### config.mk
export PLATFORM = sky130hd
export DESIGN_NAME = qspi_rx_packer
export DESIGN_NICKNAME = d
export VERILOG_FILES = /design/src/rtl/qspi_rx_packer_pkg.sv /design/src/rtl/qspi_rx_packer.sv
export SDC_FILE = /design/constraint.sdc
export NUM_CORES = 1
export LEC_CHECK = 0
export BUFFER_PORTS_ARGS = -buffer_cell sky130_fd_sc_hd__buf_4
export CAP_MARGIN = 20
export CORE_MARGIN = 4
export CORE_UTILIZATION = 57
export DETAILED_ROUTE_END_ITERATION = 10
export PLACE_DENSITY_LB_ADDON = 0.05
export SYNTH_ARGS = -nofsm -noshare
export SYNTH_HDL_FRONTEND = slang
export SYNTH_SLANG_ARGS = --single-unit
### constraint.sdc
create_clock -name clk -period 2.1 [get_ports clk]
set_clock_uncertainty 0.05 [all_clocks]
set_input_delay 0 -clock clk [delete_from_list [all_inputs] [get_ports clk]]
set_output_delay 0 -clock clk [all_outputs]
set_load 0.02 [all_outputs]
### src/rtl/qspi_rx_packer_pkg.sv
// Shared encodings for the QSPI receive path: lane modes, packer FSM states
// and the per-lane samples-per-byte lookup.
package qspi_rx_packer_pkg;

  typedef enum logic [1:0] {
    LANE_X1 = 2'b00,
    LANE_X2 = 2'b01,
    LANE_X4 = 2'b10
  } lane_e;

  typedef enum logic [1:0] {
    ST_IDLE  = 2'b00,
    ST_RECV  = 2'b01,
    ST_DRAIN = 2'b10
  } state_e;

  localparam int REMAIN_W = 16;

  // 2'b11 is treated as x4, so the top bit alone selects quad mode.
  function automatic lane_e decode_lanes(input logic [1:0] lanes);
    if (lanes[1])      return LANE_X4;
    else if (lanes[0]) return LANE_X2;
    else               return LANE_X1;
  endfunction

  function automatic logic [2:0] last_sample_idx(input lane_e lanes);
    case (lanes)
      LANE_X1: return 3'd7;
      LANE_X2: return 3'd3;
      default: return 3'd1;
    endcase
  endfunction

endpackage

### src/rtl/qspi_rx_packer.sv
// Packs QSPI receive samples (x1/x2/x4, MSB-first per byte) into little-endian
// 32-bit words and hands them to fifo_rx through a one-entry pending register.
module qspi_rx_packer
  import qspi_rx_packer_pkg::*;
#(
  parameter int WIDTH = 32
) (
  input  logic             clk,
  input  logic             reset,
  input  logic             start_i,
  input  logic [1:0]       lanes_i,
  input  logic [15:0]      len_i,
  input  logic             sample_i,
  input  logic [3:0]       io_i,
  input  logic             fifo_full_i,
  output logic             fifo_wr_en_o,
  output logic [WIDTH-1:0] fifo_wr_data_o,
  output logic             busy_o,
  output logic             done_o,
  output logic             stall_o,
  output logic             overflow_o
);

  state_e                r_state;
  state_e                w_state_nxt;
  lane_e                 r_lanes;
  logic [REMAIN_W-1:0]   r_remain;
  logic [7:0]            r_shift;
  logic [2:0]            r_samp_cnt;
  logic [1:0]            r_byte_idx;
  logic [WIDTH-1:0]      r_word;
  logic [WIDTH-1:0]      r_pend_data;
  logic                  r_pend;
  logic                  r_overflow;
  logic                  r_done;

  logic                  w_start;
  logic                  w_take;
  logic [7:0]            w_byte_nxt;
  logic                  w_byte_done;
  logic                  w_last_byte;
  logic                  w_word_done;
  logic [WIDTH-1:0]      w_word_val;
  logic                  w_wr_en;
  logic                  w_busy;
  logic                  w_finish;

  assign w_start     = start_i && (r_state == ST_IDLE);
  assign w_take      = sample_i && (r_state == ST_RECV) && (r_remain != '0);
  assign w_byte_done = w_take && (r_samp_cnt == last_sample_idx(r_lanes));
  assign w_last_byte = (r_remain == 16'd1);
  assign w_word_done = w_byte_done && ((r_byte_idx == 2'd3) || w_last_byte);
  assign w_word_val  = r_word | ({{(WIDTH-8){1'b0}}, w_byte_nxt} << {r_byte_idx, 3'b000});
  assign w_wr_en     = r_pend && !fifo_full_i;

  always_comb begin
    case (r_lanes)
      LANE_X1: w_byte_nxt = {r_shift[6:0], io_i[1]};
      LANE_X2: w_byte_nxt = {r_shift[5:0], io_i[1:0]};
      default: w_byte_nxt = {r_shift[3:0], io_i};
    endcase
  end

  // FSM: state register
  always_ff @(posedge clk) begin
    if (reset) r_state <= ST_IDLE;
    else       r_state <= w_state_nxt;
  end

  // FSM: next state
  always_comb begin
    w_state_nxt = r_state;
    case (r_state)
      ST_IDLE: begin
        if (w_start) w_state_nxt = (len_i == '0) ? ST_DRAIN : ST_RECV;
      end
      ST_RECV: begin
        if (w_byte_done && w_last_byte) w_state_nxt = ST_DRAIN;
      end
      ST_DRAIN: begin
        if (!r_pend || w_wr_en) w_state_nxt = ST_IDLE;
      end
      default: w_state_nxt = ST_IDLE;
    endcase
  end

  // FSM: outputs; leaving DRAIN is taken once the pending word is gone after this edge
  always_comb begin
    w_busy   = (r_state != ST_IDLE);
    w_finish = (r_state == ST_DRAIN) && (!r_pend || w_wr_en);
  end

  always_ff @(posedge clk) begin
    if (reset) begin
      r_lanes     <= LANE_X1;
      r_remain    <= '0;
      r_shift     <= '0;
      r_samp_cnt  <= '0;
      r_byte_idx  <= '0;
      r_word      <= '0;
      r_pend      <= 1'b0;
      r_pend_data <= '0;
      r_overflow  <= 1'b0;
      r_done      <= 1'b0;
    end else begin
      r_done <= w_finish;
      if (w_start) begin
        r_lanes    <= decode_lanes(lanes_i);
        r_remain   <= len_i;
        r_shift    <= '0;
        r_samp_cnt <= '0;
        r_byte_idx <= '0;
        r_word     <= '0;
        r_overflow <= 1'b0;
      end else if (w_take) begin
        if (w_byte_done) begin
          r_shift    <= '0;
          r_samp_cnt <= '0;
          r_remain   <= r_remain - 16'd1;
          if (w_word_done) begin
            r_word     <= '0;
            r_byte_idx <= '0;
          end else begin
            r_word     <= w_word_val;
            r_byte_idx <= r_byte_idx + 2'd1;
          end
        end else begin
          r_shift    <= w_byte_nxt;
          r_samp_cnt <= r_samp_cnt + 3'd1;
        end
      end

      // A word landing while the previous one is still stuck is lost.
      if (w_word_done && (!r_pend || w_wr_en)) begin
        r_pend      <= 1'b1;
        r_pend_data <= w_word_val;
      end else if (w_wr_en) begin
        r_pend <= 1'b0;
      end
      if (w_word_done && r_pend && !w_wr_en) r_overflow <= 1'b1;
    end
  end

  assign fifo_wr_en_o   = w_wr_en;
  assign fifo_wr_data_o = r_pend ? r_pend_data : '0;
  assign stall_o        = r_pend && fifo_full_i;
  assign busy_o         = w_busy;
  assign done_o         = r_done;
  assign overflow_o     = r_overflow;

endmodule

== Yosys cells after proc, flatten, opt, wreduce, memory -nomap -nowiden ==
Cells that the tools add are included.

* Bits in registers: 99
* Latch bits: 0
* RAM bits: 0
* ROM bits: 0
* Memories: 0

* Add/sub/neg operators: 3
* $mul: 0
* Div/mod/pow operators: 0
* $lt $le $gt $ge: 0
* Equality and inequality tests: 9
* Shift-type cells: 1
* Multiplexer cells: 21
* Bitwise gates (word level): 1
* Reductions and logical operators: 30

{| class="wikitable"
|+ Operators by type and width
! cell !! count
|-
| 32-bit two-way mux || 2
|-
| 16-bit two-way mux || 3
|-
| 32-bit bitwise OR || 1
|-
| 8-bit by 5-bit left shift with 32-bit output || 1
|-
| 16-bit by 1-bit == test with 1-bit output (second input constant) || 1
|-
| 16-bit zero test || 1
|-
| 8-bit one-hot mux with 2 select lines || 1
|-
| 16-bit nonzero test || 1
|-
| 16-bit by 1-bit subtractor with 16-bit output (second input constant) || 1
|-
| 1-bit logical AND || 12
|-
| 2-bit two-way mux || 6
|-
| 2-bit nonzero test || 5
|-
| 7-bit two-way mux || 1
|-
| 2-bit one-hot mux with 3 select lines || 1
|-
| 3-bit one-hot mux with 2 select lines || 1
|-
| 1-bit two-way mux || 5
|-
| 2-bit by 1-bit == test with 1-bit output (second input constant) || 2
|-
| 2-bit == test (second input constant) || 2
|-
| 2-bit zero test || 2
|-
| 2-bit != test (second input constant) || 2
|-
| 2-bit AND reduction || 2
|-
| 3-bit by 1-bit adder with 3-bit output (second input constant) || 1
|-
| 3-bit == test || 1
|-
| 1-bit zero test || 3
|-
| 6 further kinds || 7
|}

== Depth between registers and ports, before layout ==
* Depth in word-level cells: 8
* Mapped depth: 10
* Gate-level depth less buffers: 7

== Worst setup path after synthesis ==
No wires, ideal clock.

* Path kind: register to register
* Start point: reg r_remain[0]
* End point: reg r_pend_data[10]
* Arrival time: 1.806 ns
* Slack: 0.163 ns
* Stages on the path, launching flop included: 11
* Path buffers: 3
* Period minus slack after synthesis: 1.937 ns
* Cell sequence: dfxtp_1 -> inv_1 -> ha_1 -> nor4b_2 -> nand4_2 -> and3_1 -> buf_6 -> and2_1 -> buf_6 -> buf_6 -> a211oi_2

* Longest elaborated chain between the ends: 5
* Elaborated cells on any way between the ends: 7
* Classes of those cells: eq/ne (1); reduce/logical (6)

{| class="wikitable"
|+ RTL lines
! what !! RTL line !! RTL
|-
| start: declaration || qspi_rx_packer.sv:27 || <nowiki>logic [REMAIN_W-1:0] r_remain;</nowiki>
|-
| start signal: assignment || qspi_rx_packer.sv:109 || <nowiki>r_remain <= len_i;</nowiki>
|-
| start signal: assignment || qspi_rx_packer.sv:119 || <nowiki>r_remain <= r_remain - 16'd1;</nowiki>
|-
| 16-bit nonzero test || qspi_rx_packer.sv:49 || <nowiki>assign w_take = sample_i && (r_state == ST_RECV) && (r_remain != '0);</nowiki>
|-
| 1-bit logical AND || qspi_rx_packer.sv:49 ||
|-
| 1-bit logical AND || qspi_rx_packer.sv:50 || <nowiki>assign w_byte_done = w_take && (r_samp_cnt == last_sample_idx(r_lanes));</nowiki>
|-
| 1-bit logical AND (*) || qspi_rx_packer.sv:52 || <nowiki>assign w_word_done = w_byte_done && ((r_byte_idx == 2'd3) || w_last_byte);</nowiki>
|-
| 1-bit logical AND (*) || qspi_rx_packer.sv:134 || <nowiki>if (w_word_done && (!r_pend || w_wr_en)) begin</nowiki>
|-
| end signal: assignment || qspi_rx_packer.sv:136 || <nowiki>r_pend_data <= w_word_val;</nowiki>
|-
| end: declaration || qspi_rx_packer.sv:32 || <nowiki>logic [WIDTH-1:0] r_pend_data;</nowiki>
|}

Mark *: on every way between the ends. The rest lies on a longest branch, timed or not.
A chain may end at the register's enable or synchronous reset.

== Worst setup path after layout ==
* Start point: in len_i[0]
* End point: reg r_state[1]

* Longest elaborated chain between the ends: 4

{| class="wikitable"
|+ RTL lines
! what !! RTL line !! RTL
|-
| start: declaration || qspi_rx_packer.sv:12 || <nowiki>input logic [15:0] len_i,</nowiki>
|-
| 16-bit zero test || qspi_rx_packer.sv:75 || <nowiki>if (w_start) w_state_nxt = (len_i == '0) ? ST_DRAIN : ST_RECV;</nowiki>
|-
| 2-bit two-way mux (2 in a row) || qspi_rx_packer.sv:75 ||
|-
| 2-bit one-hot mux with 3 select lines || qspi_rx_packer.sv:73 || <nowiki>case (r_state)</nowiki>
|-
| end signal: assignment || qspi_rx_packer.sv:67 || <nowiki>else r_state <= w_state_nxt;</nowiki>
|-
| end: declaration || qspi_rx_packer.sv:24 || <nowiki>state_e r_state;</nowiki>
|}

Every way passes these cells. The select of a mux whose other input is x is not followed.

==> impl_metrics.env <==
export IMPL_num_rows=33
export IMPL_regArea_um2=1990
export IMPL_period_share=0.975
export IMPL_fmax_ghz=0.488
export IMPL_grt_max_degree=42
export IMPL_start_util=0.581
export IMPL_vias=4466
export IMPL_min_from="len_i[8]"
export IMPL_wl_per_cell_um=17.6
export IMPL_first_global_vias=4260
export IMPL_coreArea_um2=8180
export IMPL_clockRootBuffer="clkbuf_8"
export IMPL_drive_gt1_frac=0.285
export IMPL_fin_crit_ns=2.05
export IMPL_synth_edff_count=0
export IMPL_synth_flop_cell="dfxtp_1"
export IMPL_ir_drop_mv=0.372
export IMPL_setup_viol=0
export IMPL_hp_class="in2reg"
export IMPL_clk_path_buf_depth=2
export IMPL_worstSetupPathType="in2reg"
export IMPL_fin_area_um2=5950
export IMPL_drt_first_iter_violations=280
export IMPL_pwr_density_cell_nw_per_um2=603
export IMPL_syn_inst=542
export IMPL_cts_sinks=99
export IMPL_synthArstFlopShare=0
export IMPL_crit_fanout=2
export IMPL_placed_cell_area_um2=5430
export IMPL_post_synth_top_count_cell="dfxtp_1"
export IMPL_r2r_slack_ns=0.07
export IMPL_area_growth_pct=25.4
export IMPL_grt_ovfl_total=0
export IMPL_required_ns=2.34
export IMPL_r2r_start="r_remain[2]"
export IMPL_drtAntennaViolNets=0
export IMPL_avgSynthCellArea_um2=8.76
export IMPL_hold_end="r_remain[8]"
export IMPL_ys_seq_area_frac=0.418
export IMPL_htree_levels=3
export IMPL_numCtsBuffers=9
export IMPL_ys_ff_latch=99
export IMPL_worstMarginPinSlew_ns=0.897
export IMPL_viasPerCell=6.07
export IMPL_n_antenna_cell=0
export IMPL_first_pass_iters=4
export IMPL_cp_start_kind="primary input"
export IMPL_grt_pass1_wl_um=20900
export IMPL_synth_net_count=574
export IMPL_relSlewSlack=0.398
export IMPL_wirelength_um=12900
export IMPL_grt_total_usage=0.260
export IMPL_yosysTopAreaCell="dfxtp_1"
export IMPL_io_buffer_count=63
export IMPL_drv_cap=0
export IMPL_syn_cell_area_um2=4750
export IMPL_die_w_um=99.3
export IMPL_synth_top_cell_area_share=0.418
export IMPL_p_leak_nw=2.16
export IMPL_fill_cells=658
export IMPL_power_total_w=0.00359
export IMPL_dp_hpwl_um=8300
export IMPL_holdPathStages=4
export IMPL_cp_end_kind="flop"
export IMPL_cts_clk_slew_worst_paths_ns=0.10
export IMPL_reg2reg_to="r_remain[11]"
export IMPL_post_route_util=0.728
export IMPL_r2r_cells=6
export IMPL_insertion_delay_ns=0.36
export IMPL_drc=0
export IMPL_routabilityCongestion=0.872
export IMPL_multiInputGateArea_um2=2610
export IMPL_ys_types=55
export IMPL_yosys_warnings=0
export IMPL_synthTopCellsByCount="dfxtp_1, a21oi_1, nor2_1, and2_1, a31oi_1"
export IMPL_chipHeight_um=99.3
export IMPL_antenna_found_initial=0
export IMPL_synthTopCellsByArea="dfxtp_1, a21oi_1, a211oi_2"
export IMPL_num_nets_final=658
export IMPL_cts_tree="done"
export IMPL_status="finished, final reports clean"
export IMPL_hold_viol=0
export IMPL_boundaryPins=64
export IMPL_drv_slew=0
export IMPL_critPathArrivalTime_ns=2.29
export IMPL_dieArea_um2=9850
layout by cell type (no fill, tap or decap), drive strengths merged, types with 3 or more instances in the layout:
cell type and count:
or3 7, o21ai 7, nand3 5, a211oi 33, nor3 5, a32oi 4, mux2i 9, nor2b 3
nor4 11, clkbuf 9, o31ai 3, nor4b 3, or4 3, nand2 32, a311oi 3, o311ai 4
buf 102, or2 3, nor2 57, a22oi 8, and2 37, a31oi 35, inv 9, dfxtp 99
o31a 4, ha 5, dlygate4sd3 18, a21oi 81, nand4 3
state kept, by name, indices dropped and copies added, names as in the netlist:
register	cells
r_pend_data	32
r_word	32
r_remain	16
r_shift	7
r_samp_cnt	3
r_byte_idx	2
r_lanes	2
r_state	2
done_o	1
overflow_o	1
r_pend	1
where the power goes:
part	internal, W	switching (W)
Clock	0.000465	0.000739
Sequential	0.00190	0.0000327
Combinational	0.000204	0.000249
Total	0.00257	0.00102
critical path, cell delays in order:
cell and delay (ns):
dlygate4sd3_1 0.54, buf_4 0.14, nor4_1 0.52, nand4_1 0.25
or3b_2 0.52, a21o_1 0.18, a21oi_1 0.14
area by class of cell:
class                      instances  area share
multi-input combinational        391       0.439
sequential                        99       0.334
timing repair buffer             120       0.169
tap                              105      0.0221
clock buffer                       9      0.0208
clock inverter                     7      0.0116
inverter                           5     0.00357
repair_timing:
item	4_1_cts	5_1_grt
endpoints found under the setup margin	28	81
hold buffers	18	0
buffers inserted	0	5
resized for setup	3	25
pin swaps	0	7
cloned	0	0
hold endpoints to repair	18	0
cell families after synthesis:
family                   count (synthesis)  synth area share
AO/OA/AOI/OAI                          192             0.286
AND/OR/NAND/NOR                        181             0.203
flip-flops                              99             0.418
buffers and inverters                   52            0.0527
multiplexers                            11            0.0237
adder cells (fa/ha/maj)                  5            0.0132
XOR/XNOR                                 2           0.00369
stage by stage:
step | worst slack [ns] | TNS (ns) | cells | hold slack, ns
final | 0.0526 | 0 | 736 | 0.0347
after detailed placement | -0.0700 | -0.237 | 697 | 0.216
after global routing | -0.0248 | -0.0407 | 736 | 0.0507
after global placement | 0.0646 | 0 | 697 | 0.210
after floorplan | 0.163 | 0 | 542 | 0.0281
after CTS | 0.0141 | 0 | 731 | 0.0181
metal layers:
metal | vias up | GRT usage | routed length, um
li1 | 2153 | - | -
met5 | - | 0 | 0
met4 | 0 | 0.0704 | 147
met2 | 135 | 0.423 | 6230
met1 | 2163 | 0.355 | 5840
met3 | 15 | 0.0477 | 709
how the worst max path moves through the flow:
stage,from,to,slack [ns],cells after the start
after CTS,r_samp_cnt[1],r_remain[7],0.01,6
after detailed placement,r_samp_cnt[1],r_pend_data[17],-0.07,6
after global routing,r_remain[0],r_remain[9],-0.02,5
final,len_i[0],r_state[1],0.05,7
after global placement,r_remain[0],r_remain[7],0.06,8
after floorplan,r_remain[0],r_pend_data[10],0.16,10
Power figures use the tool's default switching activity.
